**src/rtl/alu_seq_ctrl.sv**
```systemverilog
`default_nettype none
// ============================================================================
// Module   : alu_seq_ctrl
// Brief    : Operand store and IDLE->EXEC->WB sequencer feeding a registered
//            3-bit-opcode ALU. Optional ALU_SEQ_STICKY_FLAGS_EN adds flag_clr
//            and OR-accumulating carry/overflow flags.
// Revision : 1.0 - initial release
// ============================================================================
module alu_seq_ctrl #(
    parameter int WIDTH = 32,
    parameter int AW    = 3
) (
    input  logic             clk,
    input  logic             rst,
    input  logic             in_valid,
    output logic             in_ready,
    input  logic [2:0]       in_op,
    input  logic [AW-1:0]    in_rd,
    input  logic [AW-1:0]    in_rs2,
    input  logic [AW-1:0]    in_rs3,
    input  logic             ld_en,
    input  logic [AW-1:0]    ld_addr,
    input  logic [WIDTH-1:0] ld_data,
    input  logic [AW-1:0]    dbg_addr,
    output logic [WIDTH-1:0] dbg_data,
    output logic [WIDTH-1:0] alu_r2,
    output logic [WIDTH-1:0] alu_r3,
    output logic [2:0]       alu_op,
    input  logic [WIDTH-1:0] alu_r1,
    input  logic             alu_carry,
    input  logic             alu_ovf,
    output logic             done,
    output logic             flag_zero,
    output logic             flag_carry,
`ifdef ALU_SEQ_STICKY_FLAGS_EN
    input  logic             flag_clr,
`endif
    output logic             flag_ovf
);

    localparam int c_DEPTH = 1 << AW;

    typedef enum logic [1:0] {
        S_IDLE = 2'd0,
        S_EXEC = 2'd1,
        S_WB   = 2'd2
    } state_t;

    state_t           r_state_q, w_state_d;
    logic [WIDTH-1:0] r_rf_q [c_DEPTH];
    logic [WIDTH-1:0] w_rf_d [c_DEPTH];
    logic [WIDTH-1:0] r_r2_q, w_r2_d;
    logic [WIDTH-1:0] r_r3_q, w_r3_d;
    logic [2:0]       r_op_q, w_op_d;
    logic [AW-1:0]    r_rd_q, w_rd_d;
    logic             r_done_q, w_done_d;
    logic             r_zero_q, w_zero_d;
    logic             r_carry_q, w_carry_d;
    logic             r_ovf_q, w_ovf_d;

    always_comb begin
        w_state_d = r_state_q;
        for (int i = 0; i < c_DEPTH; i++) begin
            w_rf_d[i] = r_rf_q[i];
        end
        w_r2_d    = r_r2_q;
        w_r3_d    = r_r3_q;
        w_op_d    = r_op_q;
        w_rd_d    = r_rd_q;
        w_done_d  = 1'b0;
        w_zero_d  = r_zero_q;
        w_carry_d = r_carry_q;
        w_ovf_d   = r_ovf_q;

        case (r_state_q)
            S_IDLE: begin
                if (ld_en) begin
                    w_rf_d[ld_addr] = ld_data;
                end
                // Operands come from the pre-load array: no load-to-read bypass.
                if (in_valid) begin
                    w_r2_d    = r_rf_q[in_rs2];
                    w_r3_d    = r_rf_q[in_rs3];
                    w_op_d    = in_op;
                    w_rd_d    = in_rd;
                    w_state_d = S_EXEC;
                end
            end
            S_EXEC: begin
                w_state_d = S_WB;
            end
            S_WB: begin
                w_rf_d[r_rd_q] = alu_r1;
                w_zero_d       = (alu_r1 == '0);
`ifdef ALU_SEQ_STICKY_FLAGS_EN
                w_carry_d      = r_carry_q | alu_carry;
                w_ovf_d        = r_ovf_q | alu_ovf;
`else
                w_carry_d      = alu_carry;
                w_ovf_d        = alu_ovf;
`endif
                w_done_d       = 1'b1;
                w_state_d      = S_IDLE;
            end
            default: begin
                w_state_d = S_IDLE;
            end
        endcase

`ifdef ALU_SEQ_STICKY_FLAGS_EN
        if (flag_clr) begin
            w_carry_d = 1'b0;
            w_ovf_d   = 1'b0;
        end
`endif
    end

    always_ff @(posedge clk or posedge rst) begin
        if (rst) begin
            r_state_q <= S_IDLE;
            for (int i = 0; i < c_DEPTH; i++) begin
                r_rf_q[i] <= '0;
            end
            r_r2_q    <= '0;
            r_r3_q    <= '0;
            r_op_q    <= '0;
            r_rd_q    <= '0;
            r_done_q  <= 1'b0;
            r_zero_q  <= 1'b0;
            r_carry_q <= 1'b0;
            r_ovf_q   <= 1'b0;
        end else begin
            r_state_q <= w_state_d;
            for (int i = 0; i < c_DEPTH; i++) begin
                r_rf_q[i] <= w_rf_d[i];
            end
            r_r2_q    <= w_r2_d;
            r_r3_q    <= w_r3_d;
            r_op_q    <= w_op_d;
            r_rd_q    <= w_rd_d;
            r_done_q  <= w_done_d;
            r_zero_q  <= w_zero_d;
            r_carry_q <= w_carry_d;
            r_ovf_q   <= w_ovf_d;
        end
    end

    assign in_ready   = (r_state_q == S_IDLE);
    assign dbg_data   = r_rf_q[dbg_addr];
    assign alu_r2     = r_r2_q;
    assign alu_r3     = r_r3_q;
    assign alu_op     = r_op_q;
    assign done       = r_done_q;
    assign flag_zero  = r_zero_q;
    assign flag_carry = r_carry_q;
    assign flag_ovf   = r_ovf_q;

endmodule
`default_nettype wire

```
**config.mk**
```make
export PLATFORM = sky130hd
export DESIGN_NAME = alu_seq_ctrl
export DESIGN_NICKNAME = d
export VERILOG_FILES = /design/src/rtl/alu_seq_ctrl.sv
export SDC_FILE = /design/constraint.sdc
export NUM_CORES = 1
export LEC_CHECK = 0
export CAP_MARGIN = 20
export CORE_ASPECT_RATIO = 1.4
export CORE_MARGIN = 2
export CORE_UTILIZATION = 54
export DETAILED_ROUTE_END_ITERATION = 16
export DONT_BUFFER_PORTS = 1
export GPL_ROUTABILITY_DRIVEN = 0
export PLACE_DENSITY = 0.66
export RECOVER_POWER = 100
export SYNTH_ARGS = -nofsm -noshare
export SYNTH_HDL_FRONTEND = slang
export SYNTH_SLANG_ARGS = --single-unit
```
**constraint.sdc**
```tcl
create_clock -name clk -period 20.6 [get_ports clk]
set_input_delay 1.03 -clock clk [delete_from_list [all_inputs] [get_ports clk]]
set_output_delay 1.03 -clock clk [all_outputs]
set_load 0.03 [all_outputs]
```
==> impl_metrics.ini <==
[outcome]
outcome = finished with violations
violations = capacitance limit, slew limit

[yosys]
synth_cells = 1613
syn_nets = 1701
netlist.area_leader.share_pct = 37.99
synth_area_um2 = 21870
synthArstFlopShare_pct = 100.0
ys.flop_type = dfrtp_1
postSynthAreaPerCell_um2 = 13.56
synth_edf_count = 0
ys_seq_area_share_pct = 37.99
yosysWarnings = 0
yosys-top-cells-area = dfrtp_1 38%, mux4_2 20%, a32o_1 11%
yosysTopAreaCell = dfrtp_1
synth_seq_cells = 332
ys_types = 32

[floorplan]
io_pins = 192
coreArea_um2 = 40170
initial_core_util_pct = 54.44
num_rows = 87
dieArea_um2 = 42140
die_height_um = 242.1
fp.dieW_um = 174.1

[sta]
skew_ns = 0.01279
rsz0062_at_grt = no
finalMaxSlewViolations = 704
slew_headroom_pct = -269.9
worst_pin_slew_ns = 5.518
max_freq_mhz = 131.0
period_needed_ns = 7.635
tns_ns = 0
setup_viol = 0
min_period_over_period_pct = 37.06
hold_viol_final = 0

[placed_design]
dpl.hpwl_um = 39310
io_buffers = 0
dpl_cell_area_um2 = 21630

[finish]
drive_gt1_share_pct = 30.88
layout_common_cells = 332 x dfrtp_1, 256 x a32o_1, 192 x mux4_2, 165 x mux2_2, 115 x mux2_1
layout.cells.most_common = dfrtp_1
antennaDiodeCount = 0
design_area_um2 = 22590
area_growth_pct = 3.313
fin_nets = 1516

[grt]
grt_max_degree = 153
grt_antenna_before_repair = 1
overflow = 0
grt_pass1_vias = 16240
grt_pass1_wl_um = 106700
track_usage_pct = 33.70

[routing]
routed_via_density = 7.878
drt-total-wl_um = 71180
postRouteAntennaNets = 0
drt_iter0_markers = 2253
firstDrtPassIters = 6
wl_per_cell_um = 35.81
vias = 15660
route.detailed.drc = 0

[job]
drv_cap = 15

[clock_network]
cts_max_level = 2
clock_path_buffers = 3
cts_buffers = 36
clk-insertion-delay-late_ns = 0.54
cts_hold_buf = 0
cts_tree = yes
post_cts_resized = 0
path_clk_slew_ns = 0.06
post_cts_buffers = 0
cts_sinks = 332
cts_root_buf = clkbuf_16

[power_and_ir_drop]
swShare_pct = 34.26
intPower_mw = 1.465
comb_power_share_pct = 23.7
pwr-share-seq_pct = 44.4
p_per_area_nw_per_um2 = 98.65
p_total_mw = 2.229
p_switching_mw = 0.7636
p_leak_nw = 9.443
vdd_drop_max_v = 0.00005612
p_clk_share_pct = 31.9

[worst_setup_path]
critPathRequiredTime_ns = 21.03
cp-start-kind = register
cp.arrival_ns = 8.07
endpoint_kind = register
path_max_fanout = 97
worstSetupPathType = reg2reg

[min_path]
hold_class = reg2reg
-- sequential cells by signal, summed over array words and instances, names as in the netlist --
| name | flops |
|---|---|
| flag_carry | 1 |
| r_state_q | 2 |
| alu_r2 | 32 |
| alu_op | 3 |
| r_rd_q | 3 |
| r_rf_q | 256 |
| alu_r3 | 32 |
| flag_ovf | 1 |
| done | 1 |
| flag_zero | 1 |
-- Yosys cell counts (2+ instances only) --
library cell  instances
a32o_1              249
nand4_1               2
buf_2                66
mux2i_1              72
mux2_1               21
mux4_2              192
a21oi_1              64
and3b_1              38
mux2_2              195
buf_1                67
a32oi_1               8
nor3b_2               6
inv_1                 9
mux2_4               68
buf_4                 9
and3_1                2
buf_6                22
nor4_1                8
nor2_1               64
clkbuf_1             93
nand2_1               9
dfrtp_1             332
a32o_2                7
o21ai_0               2
-- worst paths after layout --
check	startpoint	end	slack, ns	cells after the start
min in group asynchronous	rst	alu_r2[13]	2.08	1
setup reg to reg	r_state_q[0]	r_rf_q[191]	12.97	5
max in group asynchronous	rst	alu_r2[23]	13.51	2
hold reg to reg	r_rf_q[13]	r_rf_q[13]	0.55	1
setup / recovery	r_state_q[0]	r_rf_q[191]	12.97	5
hold / removal	r_rf_q[13]	r_rf_q[13]	0.55	1
-- metal layers --
layer,vias up,part of all wire (%),global-route usage [%]
li1,6163,-,-
met5,-,0.011,0
met4,2,4.8,17.05
met3,211,9.9,8.302
met1,8284,37,42.82
met2,1001,48,53.93
-- power by group through the flow --
stage / Clock (mW) / Combinational, mW / Sequential (mW)
after global placement: 0 / 0.528 / 0.987
after CTS: 0.720 / 0.542 / 0.986
final: 0.712 / 0.528 / 0.989
after global routing: 0.743 / 0.558 / 1.00
after floorplan: 0 / 0.468 / 0.944
after detailed placement: 0 / 0.540 / 0.997
-- area by class of cell --
class                      instances  area [um^2]
multi-input combinational       1014        12070
clock inverter                    14        222.7
clock buffer                      50         1045
inverter                          10        38.79
timing repair buffer              34        236.5
sequential                       332         8308
tap                              534        668.1
fill                            3293        17580
-- stage by stage --
| step | worst slack, ns | util [%] | hold WS (ns) | std cells |
|---|---|---|---|---|
| 3_5_place_dp | 17.14 | 53.84 | 0.5258 | 1923 |
| 6_report | 12.97 | 56.24 | 0.5474 | 1988 |
| 5_1_grt | 12.24 | 56.24 | 0.5550 | 1988 |
| 3_3_place_gp | 17.19 | 53.83 | 0.5107 | 1922 |
| 4_1_cts | 17.22 | 57.00 | 0.5402 | 1987 |
| 2_1_floorplan | 10.37 | - | 0.4871 | 1613 |
-- kinds of logic (layout without fill, tap and decap cells) --
group / after synthesis / in the layout / share of synthesized area [%]
AOI/OAI and AO/OA: 331 / 331 / 13.62
DFF: 332 / 332 / 37.99
muxes: 548 / 548 / 38.86
buffers and inverters: 267 / 108 / 5.871
and+or+nand+nor: 135 / 135 / 3.651
-- critical path, cell delays in order, from the launching register on --
cell,delay [ns]
dfrtp_1,0.32
clkbuf_1,1.41
nand2b_1,1.76
clkbuf_1,3.24
a32oi_1,0.39
mux2i_1,0.32
Power figures use the tool's default switching activity.
